### src/rtl/clk_src_sel_ctrl_if.sv
// Signal bundle between the clock-source controller (slave) and the logic that
// feeds it activity/lock flags and consumes its select and status (master).
interface clk_src_sel_ctrl_if #(
    parameter int N_SRC = 4,
    parameter int SEL_W = $clog2(N_SRC),
    parameter int CNT_W = 16
);
    logic [N_SRC-1:0] src_active;
    logic             manual_en;
    logic [SEL_W-1:0] manual_sel;
    logic             clear_fail;
    logic             mmcm_locked;
    logic [N_SRC-1:0] sel_onehot;
    logic [SEL_W-1:0] sel_idx;
    logic             sel_valid;
    logic             mmcm_rst;
    logic             locked_out;
    logic [N_SRC-1:0] fail_mask;
    logic [CNT_W-1:0] switch_count;
    logic [2:0]       state;

    modport master (
        output src_active, manual_en, manual_sel, clear_fail, mmcm_locked,
        input  sel_onehot, sel_idx, sel_valid, mmcm_rst, locked_out,
        input  fail_mask, switch_count, state
    );

    modport slave (
        input  src_active, manual_en, manual_sel, clear_fail, mmcm_locked,
        output sel_onehot, sel_idx, sel_valid, mmcm_rst, locked_out,
        output fail_mask, switch_count, state
    );
endinterface

### src/rtl/clk_src_sel_ctrl.sv
// Clock-source selection controller: picks an eligible source, drives a glitch-free
// one-hot BUFGCTRL select and sequences the downstream MMCM reset and lock.
//
// state     | meaning
// NOSRC     | no eligible source; select idle, MMCM held in reset
// DRAIN     | all selects off for GAP_CYC cycles before a (re)apply
// APPLY     | target select driven, MMCM held in reset for RST_CYC cycles
// WAIT_LOCK | MMCM released, waiting for LOCKED with timeout
// RUN       | locked; watching for source loss, unlock and upgrade
module clk_src_sel_ctrl #(
    parameter int N_SRC        = 4,
    parameter int SEL_W        = $clog2(N_SRC),
    parameter int GAP_CYC      = 4,
    parameter int RST_CYC      = 8,
    parameter int HOLDOFF_CYC  = 256,
    parameter int LOCK_TIMEOUT = 4096,
    parameter int CNT_W        = 16
) (
    input  logic              clk,
    input  logic              rst,
    clk_src_sel_ctrl_if.slave bus
);

    typedef enum logic [2:0] {
        S_NOSRC     = 3'd0,
        S_DRAIN     = 3'd1,
        S_APPLY     = 3'd2,
        S_WAIT_LOCK = 3'd3,
        S_RUN       = 3'd4
    } state_t;

    localparam int TMR_MAX = (LOCK_TIMEOUT > GAP_CYC)
                           ? ((LOCK_TIMEOUT > RST_CYC) ? LOCK_TIMEOUT : RST_CYC)
                           : ((GAP_CYC > RST_CYC) ? GAP_CYC : RST_CYC);
    localparam int TMR_W   = $clog2(TMR_MAX + 1);
    localparam int HLD_W   = $clog2(HOLDOFF_CYC + 1);

    localparam logic [TMR_W-1:0] GAP_LD   = TMR_W'(GAP_CYC - 1);
    localparam logic [TMR_W-1:0] RST_LD   = TMR_W'(RST_CYC - 1);
    localparam logic [TMR_W-1:0] LOCK_LD  = TMR_W'(LOCK_TIMEOUT - 1);
    // First candidate cycle arms the timer, so it counts the remaining HOLDOFF_CYC-1
    localparam logic [HLD_W-1:0] HLD_LD   = HLD_W'((HOLDOFF_CYC > 1) ? HOLDOFF_CYC - 2 : 0);
    localparam logic [N_SRC-1:0] ONE_HOT0 = N_SRC'(1);

    state_t           state_q, state_d;
    logic [TMR_W-1:0] tmr_q, tmr_ld;
    logic [SEL_W-1:0] cur_idx_q, nxt_idx;

    logic [N_SRC-1:0] eligible;
    logic             man_ok, low_found, tgt_valid;
    logic [SEL_W-1:0] low_idx, tgt_idx;
    logic             cur_active, lock_to;

    logic             upg_cand, hold_same, upgrade_go;
    logic             hold_arm_q;
    logic [SEL_W-1:0] hold_tgt_q;
    logic [HLD_W-1:0] hold_tmr_q;

    logic [N_SRC-1:0] sel_q, sel_d, fail_q, fail_d;
    logic [SEL_W-1:0] idx_q, idx_d;
    logic             valid_q, mrst_q, mrst_d, lock_q, lock_d;
    logic [CNT_W-1:0] cnt_q, cnt_d;

    always_comb begin
        eligible  = bus.src_active & ~fail_q;
        man_ok    = 1'b0;
        if (bus.manual_en && (int'(bus.manual_sel) < N_SRC))
            man_ok = eligible[bus.manual_sel];
        low_found = 1'b0;
        low_idx   = '0;
        for (int i = N_SRC - 1; i >= 0; i--) begin
            if (eligible[i]) begin
                low_found = 1'b1;
                low_idx   = SEL_W'(i);
            end
        end
        tgt_valid = man_ok | low_found;
        tgt_idx   = man_ok ? bus.manual_sel : low_idx;
    end

    assign cur_active = bus.src_active[cur_idx_q];
    assign lock_to    = (state_q == S_WAIT_LOCK) && (tmr_q == '0) && !bus.mmcm_locked;
    assign nxt_idx    = (state_q == S_DRAIN) ? tgt_idx : cur_idx_q;

    assign upg_cand   = (state_q == S_RUN) && tgt_valid && (tgt_idx != cur_idx_q)
                      && ((tgt_idx < cur_idx_q) || man_ok);
    assign hold_same  = hold_arm_q && upg_cand && (tgt_idx == hold_tgt_q);
    assign upgrade_go = upg_cand && (hold_same ? (hold_tmr_q == '0) : (HOLDOFF_CYC == 1));

    always_ff @(posedge clk) begin
        if (rst) state_q <= S_NOSRC;
        else     state_q <= state_d;
    end

    always_comb begin
        state_d = state_q;
        case (state_q)
            S_NOSRC:
                if (|eligible) state_d = S_DRAIN;
            S_DRAIN:
                if (tmr_q == '0) state_d = tgt_valid ? S_APPLY : S_NOSRC;
            S_APPLY:
                if (!cur_active)        state_d = S_DRAIN;
                else if (tmr_q == '0)   state_d = S_WAIT_LOCK;
            S_WAIT_LOCK:
                if (!cur_active || lock_to) state_d = S_DRAIN;
                else if (bus.mmcm_locked)   state_d = S_RUN;
            S_RUN:
                if (!cur_active)           state_d = S_DRAIN;
                else if (!bus.mmcm_locked) state_d = S_WAIT_LOCK;
                else if (upgrade_go)       state_d = S_DRAIN;
            default:
                state_d = S_NOSRC;
        endcase
    end

    // Outputs are decoded from the next state so they line up with the state register
    always_comb begin
        sel_d  = '0;
        idx_d  = '0;
        mrst_d = 1'b1;
        lock_d = 1'b0;
        case (state_d)
            S_APPLY: begin
                sel_d = ONE_HOT0 << nxt_idx;
                idx_d = nxt_idx;
            end
            S_WAIT_LOCK: begin
                sel_d  = ONE_HOT0 << nxt_idx;
                idx_d  = nxt_idx;
                mrst_d = 1'b0;
            end
            S_RUN: begin
                sel_d  = ONE_HOT0 << nxt_idx;
                idx_d  = nxt_idx;
                mrst_d = 1'b0;
                lock_d = 1'b1;
            end
            default: ;
        endcase
        fail_d = (fail_q & ~{N_SRC{bus.clear_fail}}) | (lock_to ? (ONE_HOT0 << cur_idx_q) : '0);
        cnt_d  = cnt_q;
        if ((state_d == S_APPLY) && (state_q != S_APPLY) && (cnt_q != '1))
            cnt_d = cnt_q + CNT_W'(1);
    end

    always_comb begin
        tmr_ld = '0;
        case (state_d)
            S_DRAIN:     tmr_ld = GAP_LD;
            S_APPLY:     tmr_ld = RST_LD;
            S_WAIT_LOCK: tmr_ld = LOCK_LD;
            default:     ;
        endcase
    end

    always_ff @(posedge clk) begin
        if (rst) begin
            tmr_q     <= '0;
            cur_idx_q <= '0;
        end else begin
            if (state_d != state_q)  tmr_q <= tmr_ld;
            else if (tmr_q != '0)    tmr_q <= tmr_q - TMR_W'(1);
            if (state_d == S_APPLY)  cur_idx_q <= nxt_idx;
        end
    end

    always_ff @(posedge clk) begin
        if (rst) begin
            hold_arm_q <= 1'b0;
            hold_tgt_q <= '0;
            hold_tmr_q <= '0;
        end else if (!upg_cand) begin
            hold_arm_q <= 1'b0;
        end else if (!hold_same) begin
            hold_arm_q <= 1'b1;
            hold_tgt_q <= tgt_idx;
            hold_tmr_q <= HLD_LD;
        end else if (hold_tmr_q != '0) begin
            hold_tmr_q <= hold_tmr_q - HLD_W'(1);
        end
    end

    always_ff @(posedge clk) begin
        if (rst) begin
            sel_q   <= '0;
            idx_q   <= '0;
            valid_q <= 1'b0;
            mrst_q  <= 1'b1;
            lock_q  <= 1'b0;
            fail_q  <= '0;
            cnt_q   <= '0;
        end else begin
            sel_q   <= sel_d;
            idx_q   <= idx_d;
            valid_q <= |sel_d;
            mrst_q  <= mrst_d;
            lock_q  <= lock_d;
            fail_q  <= fail_d;
            cnt_q   <= cnt_d;
        end
    end

    assign bus.sel_onehot   = sel_q;
    assign bus.sel_idx      = idx_q;
    assign bus.sel_valid    = valid_q;
    assign bus.mmcm_rst     = mrst_q;
    assign bus.locked_out   = lock_q;
    assign bus.fail_mask    = fail_q;
    assign bus.switch_count = cnt_q;
    assign bus.state        = state_q;

endmodule

### src/flat_wrapper.sv
// flat-port wrapper written by rule: the top's interface ports become plain ports
module clk_src_sel_ctrl_flat 
#(
    parameter int N_SRC        = 4,
    parameter int SEL_W        = $clog2(N_SRC),
    parameter int GAP_CYC      = 4,
    parameter int RST_CYC      = 8,
    parameter int HOLDOFF_CYC  = 256,
    parameter int LOCK_TIMEOUT = 4096,
    parameter int CNT_W        = 16
)
  (clk, rst, bus_src_active, bus_manual_en, bus_manual_sel, bus_clear_fail, bus_mmcm_locked, bus_sel_onehot, bus_sel_idx, bus_sel_valid, bus_mmcm_rst, bus_locked_out, bus_fail_mask, bus_switch_count, bus_state);
  clk_src_sel_ctrl_if #(.N_SRC(N_SRC), .SEL_W(SEL_W), .CNT_W(CNT_W)) bus_i ();
  input  logic clk;
  input  logic rst;
  input wire logic [$bits(bus_i.src_active)-1:0] bus_src_active;
  input wire logic [$bits(bus_i.manual_en)-1:0] bus_manual_en;
  input wire logic [$bits(bus_i.manual_sel)-1:0] bus_manual_sel;
  input wire logic [$bits(bus_i.clear_fail)-1:0] bus_clear_fail;
  input wire logic [$bits(bus_i.mmcm_locked)-1:0] bus_mmcm_locked;
  output wire logic [$bits(bus_i.sel_onehot)-1:0] bus_sel_onehot;
  output wire logic [$bits(bus_i.sel_idx)-1:0] bus_sel_idx;
  output wire logic [$bits(bus_i.sel_valid)-1:0] bus_sel_valid;
  output wire logic [$bits(bus_i.mmcm_rst)-1:0] bus_mmcm_rst;
  output wire logic [$bits(bus_i.locked_out)-1:0] bus_locked_out;
  output wire logic [$bits(bus_i.fail_mask)-1:0] bus_fail_mask;
  output wire logic [$bits(bus_i.switch_count)-1:0] bus_switch_count;
  output wire logic [$bits(bus_i.state)-1:0] bus_state;
  assign bus_i.src_active = bus_src_active;
  assign bus_i.manual_en = bus_manual_en;
  assign bus_i.manual_sel = bus_manual_sel;
  assign bus_i.clear_fail = bus_clear_fail;
  assign bus_i.mmcm_locked = bus_mmcm_locked;
  assign bus_sel_onehot = bus_i.sel_onehot;
  assign bus_sel_idx = bus_i.sel_idx;
  assign bus_sel_valid = bus_i.sel_valid;
  assign bus_mmcm_rst = bus_i.mmcm_rst;
  assign bus_locked_out = bus_i.locked_out;
  assign bus_fail_mask = bus_i.fail_mask;
  assign bus_switch_count = bus_i.switch_count;
  assign bus_state = bus_i.state;
  clk_src_sel_ctrl #(.N_SRC(N_SRC), .SEL_W(SEL_W), .GAP_CYC(GAP_CYC), .RST_CYC(RST_CYC), .HOLDOFF_CYC(HOLDOFF_CYC), .LOCK_TIMEOUT(LOCK_TIMEOUT), .CNT_W(CNT_W)) u_core (.clk(clk), .rst(rst), .bus(bus_i));
endmodule
### config.mk
export PLATFORM = sky130hd
export DESIGN_NAME = clk_src_sel_ctrl_flat
export DESIGN_NICKNAME = d
export VERILOG_FILES = /design/src/rtl/clk_src_sel_ctrl_if.sv /design/src/rtl/clk_src_sel_ctrl.sv /design/src/flat_wrapper.sv
export SDC_FILE = /design/constraint.sdc
export NUM_CORES = 1
export LEC_CHECK = 0
export ABC_AREA = 1
export CORE_MARGIN = 2
export CORE_UTILIZATION = 55
export DETAILED_ROUTE_END_ITERATION = 10
export GPL_ROUTABILITY_DRIVEN = 0
export PLACE_DENSITY = 0.78
export RECOVER_POWER = 50
export SYNTH_ARGS = -nofsm -noshare
export SYNTH_HDL_FRONTEND = slang
export SYNTH_SLANG_ARGS = --single-unit
### constraint.sdc
create_clock -name clk -period 6.4 [get_ports clk]
set_input_delay 0.64 -clock clk [delete_from_list [all_inputs] [get_ports clk]]
set_output_delay 0.64 -clock clk [all_outputs]
set_load 0.02 [all_outputs]
==> results of run 1 <==
## how the worst max path moves through the flow
stage                 startpoint                             to  cells past startpoint
2_1_floorplan  bus_src_active[2]  u_core.tmr_q[10]$_SDFFE_PP0P_                     21
3_3_place_gp   bus_manual_sel[0]   u_core.tmr_q[7]$_SDFFE_PP0P_                     23
3_5_place_dp   bus_manual_sel[0]   u_core.tmr_q[4]$_SDFFE_PP0P_                     22
4_1_cts        bus_manual_sel[0]   u_core.tmr_q[4]$_SDFFE_PP0P_                     22
5_1_grt        bus_manual_sel[0]   u_core.tmr_q[7]$_SDFFE_PP0P_                     23
6_report       bus_manual_sel[0]   u_core.tmr_q[7]$_SDFFE_PP0P_                     23
## power groups by stage
stage | Clock [mW] | Combinational (mW) | Sequential [mW]
final | 0.372 | 0.643 | 0.455
after global routing | 0.396 | 0.723 | 0.463
after CTS | 0.380 | 0.661 | 0.458
after detailed placement | 0 | 0.655 | 0.466
after global placement | 0 | 0.637 | 0.465
after floorplan | 0 | 0.514 | 0.469
## kinds of logic after synthesis
family,count (synthesis),share of synthesized area (%)
simple gates,261,36.76
buf+inv,75,8.954
compound gates,59,9.631
flops,59,35.52
xor+xnor,29,7.637
fa+ha+maj,4,1.505
## worst max-delay path, stage by stage
cell and delay (ns):
dlygate4sd3_1 0.59, inv_1 0.11, nand2_1 0.06, nand3_1 0.08
nand2_1 0.10, nand2_1 0.19, nand2_1 0.10, nand2_1 0.08
inv_1 0.06, ha_1 0.29, nand2_1 0.05, nand2_1 0.07
nand2_1 0.06, nand4_1 0.15, nand2_1 0.06, nand2_1 0.06
nand2_1 0.12, nand2_4 0.13, nand2_1 0.07, nand2_1 0.24
nand4_1 0.29, nand2_1 0.17, nor2_1 0.04
## synth_stat cells (2+ instances only)
library cell / instances
clkbuf_1: 6
a21oi_1: 36
dfxtp_1: 59
nand3_1: 44
nand4_1: 13
nor2_2: 4
a31oi_1: 2
nand3_2: 3
nor2_1: 56
xnor2_1: 13
buf_6: 2
inv_1: 65
a22oi_1: 2
nand3b_1: 2
nor3_1: 18
o21ai_0: 14
xor2_1: 16
ha_1: 4
nor4_1: 4
nand2_1: 103
nand2_2: 4
nand2_4: 3
## routing by layer
metal	wire, um	vias to the layer above	share of wire (%)
li1	-	1675	-
met1	3578	1415	48
met2	3470	80	46
met3	391	9	5.2
met4	80	0	1.1
met5	0	-	0
## area by class of cell
cell class              count  area (um^2)
repair buffers             43        427.9
multi-input cells         353         1813
flip-flops and latches     59         1181
fillers                   534         1906
inverters                  66        247.7
clock buffers               9        123.9
clock inverters             7        92.59
well taps                  75        93.84
## sequential cells by signal (all words and copies together) (netlist names), 2 cells and up
register and count:
u_core.hold_tmr_q 9, u_core.hold_tgt_q 2, u_core.cur_idx_q 2, u_core.bus.sel_onehot 4, u_core.bus.switch_count 16, u_core.bus.sel_idx 2
u_core.tmr_q 13, u_core.bus.fail_mask 4, u_core.bus.state 3
==> qor.txt, run 1 <==
YS warnings: 0
root buffer cell: clkbuf_8
initial antenna violation count: 0
part of the power in registers: 30.9%
antenna cells: 0
setup ws final: 2.804 ns
DR DRC count: 0
final wirelength: 7.521 mm
Worst VDD drop: 0.3195 mV
gr ovfl total: 0
P_leak: 1.768 nW
total core area: 5886 um^2
Max Clock Freq: 0.2781 GHz
crit end category: register
clk_skew: 0.006937 ns
Post-synth EDFFs: 0
Placed Cells: 596
number of routed nets with antenna violations: 0
worst r2r dst: u_core.tmr_q[4]$_SDFFE_PP0P_
worst slew pin tran: 0.8241 ns
Worst Hold Path EP: u_core.hold_tmr_q[8]$_SDFFE_PP0P_
total iterations of the first detailed-routing run: 4
Hold Startpoint: u_core.hold_tmr_q[8]$_SDFFE_PP0P_
post-DR wirelength/cell: 12.29 um
CTS buffer count: 9
Slew Viols, Final: 0
syn_area_per_cell: 6.829 um^2
GRT met2 Usage: 40.16%
endpoints failing setup: 0
Cell Int Power: 0.8546 mW
Critical Path RT: 6.62 ns
Die Wd: 81.76 um
# port buffers: 42
Worst-Skew Late Latency: 0.35 ns
maximum fanout along the worst path: 7
GR Util met1: 31.92%
first-pass GRT wire length: 12.97 mm
Hold WC Path Type: register to register
row count: 28
CP Class: input port to register
CP Launch Type: input port
final hold vios: 0
Worst R2R Start: u_core.tmr_q[1]$_SDFFE_PP0P_
most common cell after layout, fill and taps aside: nand2_1
Hold Path Depth: 2
die height: 81.76 um
post-synth top area share: 35.52%
Layout area overhead: 19.68%
Pwr Total: 1.469 mW
vias per inst: 5.194
main flop type after synthesis: dfxtp_1
post-CTS setup repair buffer count: 0
CTS clock-pin slew for the worst setup and hold paths: 0.07 ns
Tcrit/Tclk final: 56.19%
# clock sinks: 59
GRT busiest layer: met2
Clock power frac: 25.3%
DIE AREA: 6685 um^2
WP data arrival: 3.82 ns
number of max-cap violations: 0
Post-Syn Instances: 487
final hold slack: 0.4462 ns
pwr/cell area: 369.1 nW/um^2
layout cells sized above 1: 5.959%
Syn Nets: 502
minimum clock period: 3.596 ns
sequential fraction of the synthesis area: 35.52%
synth unique cells: 36
RSZ-0062 raised after global routing: false
# nets final: 547
CTS tree: yes
dpl cell area: 3797 um^2
Starting DRT DRC Count: 134
vias in the first global route: 2947
effective utilization at floorplan: 56.51%
largest cells by area after synthesis: dfxtp_1 36%, nand2_1 12%, inv_1 7.3%
# H-tree levels: 3
Post-CTS Resized: 0
Yosys reg bits: 59
Comb pwr share: 43.8%
fin util: 67.62%
P_sw: 0.6144 mW
maximum clock insertion buffer count: 2
post-route cell area: 3980 um^2
Slew HR: 44.90%
Fin Setup TNS: 0 ns
hpwl dp: 5.368 mm
Mapped Area: 3326 um^2
status: finished clean
largest net degree at the start of global routing: 39
post-placement worst setup slack: 2.746 ns
leading area contributor after synthesis: dfxtp_1
most frequent cells in the layout: 106 x nand2_1, 65 x inv_1, 59 x dfxtp_1
CTS Hold Bufs: 0
final cell count without fillers: 612
Sw Ratio: 41.82%
vias post-DR: 3179
reg-to-reg setup timing slack: 2.91 ns
# IOs: 43
Async S/R FF share, synth: 0%
met3 Use GR: 5.495%
GRT Overall Usage: 24.92%
worst reg2reg path depth: 15
Power figures use the tool's default switching activity.
==> run 2: changes to the inputs <==
==> constraint.sdc (replaced) <==
create_clock -name clk -period 3.5 [get_ports clk]
set_input_delay 0.35 -clock clk [delete_from_list [all_inputs] [get_ports clk]]
set_output_delay 0.35 -clock clk [all_outputs]
set_load 0.02 [all_outputs]
==> run 2 against run 1 <==
  * Via count rose by 2.9%
  * Critical path type unchanged
  * Largest cell class unchanged
  * Sequential cell count is the same
  * Design area grew 1.2%
==> qor.txt, run 2 (synthesis gave the netlist of run 1 again) <==
status: finished clean
P_sw: 1.142 mW
P_leak: 1.787 nW
antenna cells: 0
Slew Viols, Final: 0
# H-tree levels: 3
row count: 28
Cell Int Power: 1.584 mW
maximum clock insertion buffer count: 2
DR DRC count: 0
post-DR wirelength/cell: 12.59 um
DIE AREA: 6685 um^2
total iterations of the first detailed-routing run: 4
Hold WC Path Type: register to register
initial antenna violation count: 0
worst slew pin tran: 0.7094 ns
Pwr Total: 2.726 mW
layout cells sized above 1: 7.593%
vias per inst: 5.317
Slew HR: 52.66%
# IOs: 43
vias post-DR: 3270
Worst VDD drop: 0.5394 mV
Comb pwr share: 43.5%
endpoints failing setup: 0
clk_skew: 0.009393 ns
die height: 81.76 um
crit end category: register
hpwl dp: 5.421 mm
most frequent cells in the layout: 103 x nand2_1, 65 x inv_1, 59 x dfxtp_1
post-CTS setup repair buffer count: 0
WP data arrival: 3.34 ns
root buffer cell: clkbuf_8
CP Class: input port to register
pwr/cell area: 676.7 nW/um^2
Tcrit/Tclk final: 89.06%
Worst-Skew Late Latency: 0.34 ns
# port buffers: 42
Crit path top cell by count: nand2_1
critical path cell sequence: clkdlybuf4s50_1 > inv_1 > nand2_1 > nand3_1 > nand2_2 > nand2_2 > nand2_1 > nand2_1 > inv_1 > ha_1 > nand3_1 > nand2_1 > inv_1 > nand4_1 > nand2_1 > nand2_1 > nand2_2 > nand2_4 > nand2_1 > nand3_2 > o21ai_2 > nor2_1
minimum clock period: 3.117 ns
Post-CTS Resized: 0
CTS tree: yes
final wirelength: 7.745 mm
first-pass GRT wire length: 12.83 mm
CTS buffer count: 9
CP Launch Point: bus_manual_sel[0]
CTS Hold Bufs: 0
RSZ-0062 raised after global routing: false
Starting DRT DRC Count: 135
total core area: 5886 um^2
Fin Setup TNS: 0 ns
number of max-cap violations: 0
maximum fanout along the worst path: 7
largest net degree at the start of global routing: 39
part of the power in registers: 30.9%
slowest stage cell, crit path: clkdlybuf4s50_1
most common cell after layout, fill and taps aside: nand2_1
vias in the first global route: 2910
effective utilization at floorplan: 56.51%
crit path buf inv count: 4
Critical Path RT: 3.72 ns
Worst R2R Start: u_core.tmr_q[0]$_SDFFE_PP0P_
CP max stage delay: 0.51 ns
Die Wd: 81.76 um
number of routed nets with antenna violations: 0
# clock sinks: 59
Layout area overhead: 21.14%
Max Clock Freq: 0.3208 GHz
Hold Startpoint: u_core.hold_tmr_q[8]$_SDFFE_PP0P_
delay-heaviest family, CP: simple AND/OR/NAND/NOR gates
CTS clock-pin slew for the worst setup and hold paths: 0.07 ns
GRT Overall Usage: 24.50%
Clock power frac: 25.6%
gr ovfl total: 0
max reg flops: 16
final hold vios: 0
CP Launch Type: input port
# nets final: 550
Sw Ratio: 41.90%
[run 2: power groups by stage]
stage / clock network (mW) / logic, mW / registers [mW]
6_report: 0.698 / 1.19 / 0.842
5_1_grt: 0.721 / 1.36 / 0.853
4_1_cts: 0.698 / 1.20 / 0.841
3_5_place_dp: 0 / 1.18 / 0.855
3_3_place_gp: 0 / 1.16 / 0.855
2_1_floorplan: 0 / 0.940 / 0.858
[run 2: area by class of cell]
type                       instances  area, um^2
tap                               75       93.84
multi-input combinational        353        1839
clock buffer                       9       123.9
sequential                        59        1181
clock inverter                     7       92.59
fill                             516        1857
inverter                          66       247.7
timing repair buffer              46       450.4
[run 2: final timing paths]
| kind | end | slack, ns | cells past startpoint |
|---|---|---|---|
| hold / removal | u_core.hold_tmr_q[8]$_SDFFE_PP0P_ | 0.45 | 2 |
| hold reg to reg | u_core.hold_tmr_q[8]$_SDFFE_PP0P_ | 0.45 | 2 |
| setup reg to reg | u_core.tmr_q[4]$_SDFFE_PP0P_ | 0.47 | 15 |
| setup / recovery | u_core.tmr_q[4]$_SDFFE_PP0P_ | 0.38 | 22 |
[run 2: per-stage QoR]
step | instances | utilization (%) | instance area [um^2] | hold WS [ns] | setup slack (ns)
2_1_floorplan | 487 | - | 3326 | 0.4218 | 0.8764
3_3_place_gp | 599 | 64.90 | 3820 | 0.4327 | 0.2940
3_5_place_dp | 599 | 64.90 | 3820 | 0.4375 | 0.1504
4_1_cts | 615 | 68.58 | 4036 | 0.4485 | 0.4591
5_1_grt | 615 | 68.45 | 4029 | 0.4648 | 0.05288
6_report | 615 | 68.45 | 4029 | 0.4486 | 0.3828
[run 2: worst reg2reg max path: cells and delay by family, from the launching register on]
kind	cells	cell delay (ns)
AND/OR/NAND/NOR	9	1.49
buffers and inverters	3	0.48
flip-flops	1	0.34
AO/OA/AOI/OAI	1	0.26
adder cells (fa/ha/maj)	1	0.22
XOR/XNOR	1	0.11
[run 2: layer usage]
| metal | track usage (%) | share of wire, % |
|---|---|---|
| met2 | 40.98 | 47 |
| met1 | 31.90 | 47 |
| met5 | 0 | 0 |
| met3 | 5.055 | 4.1 |
| met4 | 7.000 | 1.1 |
==> run 3: changes to the inputs <==
--- a/config.mk
+++ b/config.mk
@@ -9,7 +9,6 @@
 export CORE_MARGIN = 2
 export CORE_UTILIZATION = 55
 export DETAILED_ROUTE_END_ITERATION = 10
-export GPL_ROUTABILITY_DRIVEN = 0
 export PLACE_DENSITY = 0.78
 export RECOVER_POWER = 50
 export SYNTH_ARGS = -nofsm -noshare
==> results of run 3 <==
No change in the layout: final DEF, timing and power equal those of run 2.
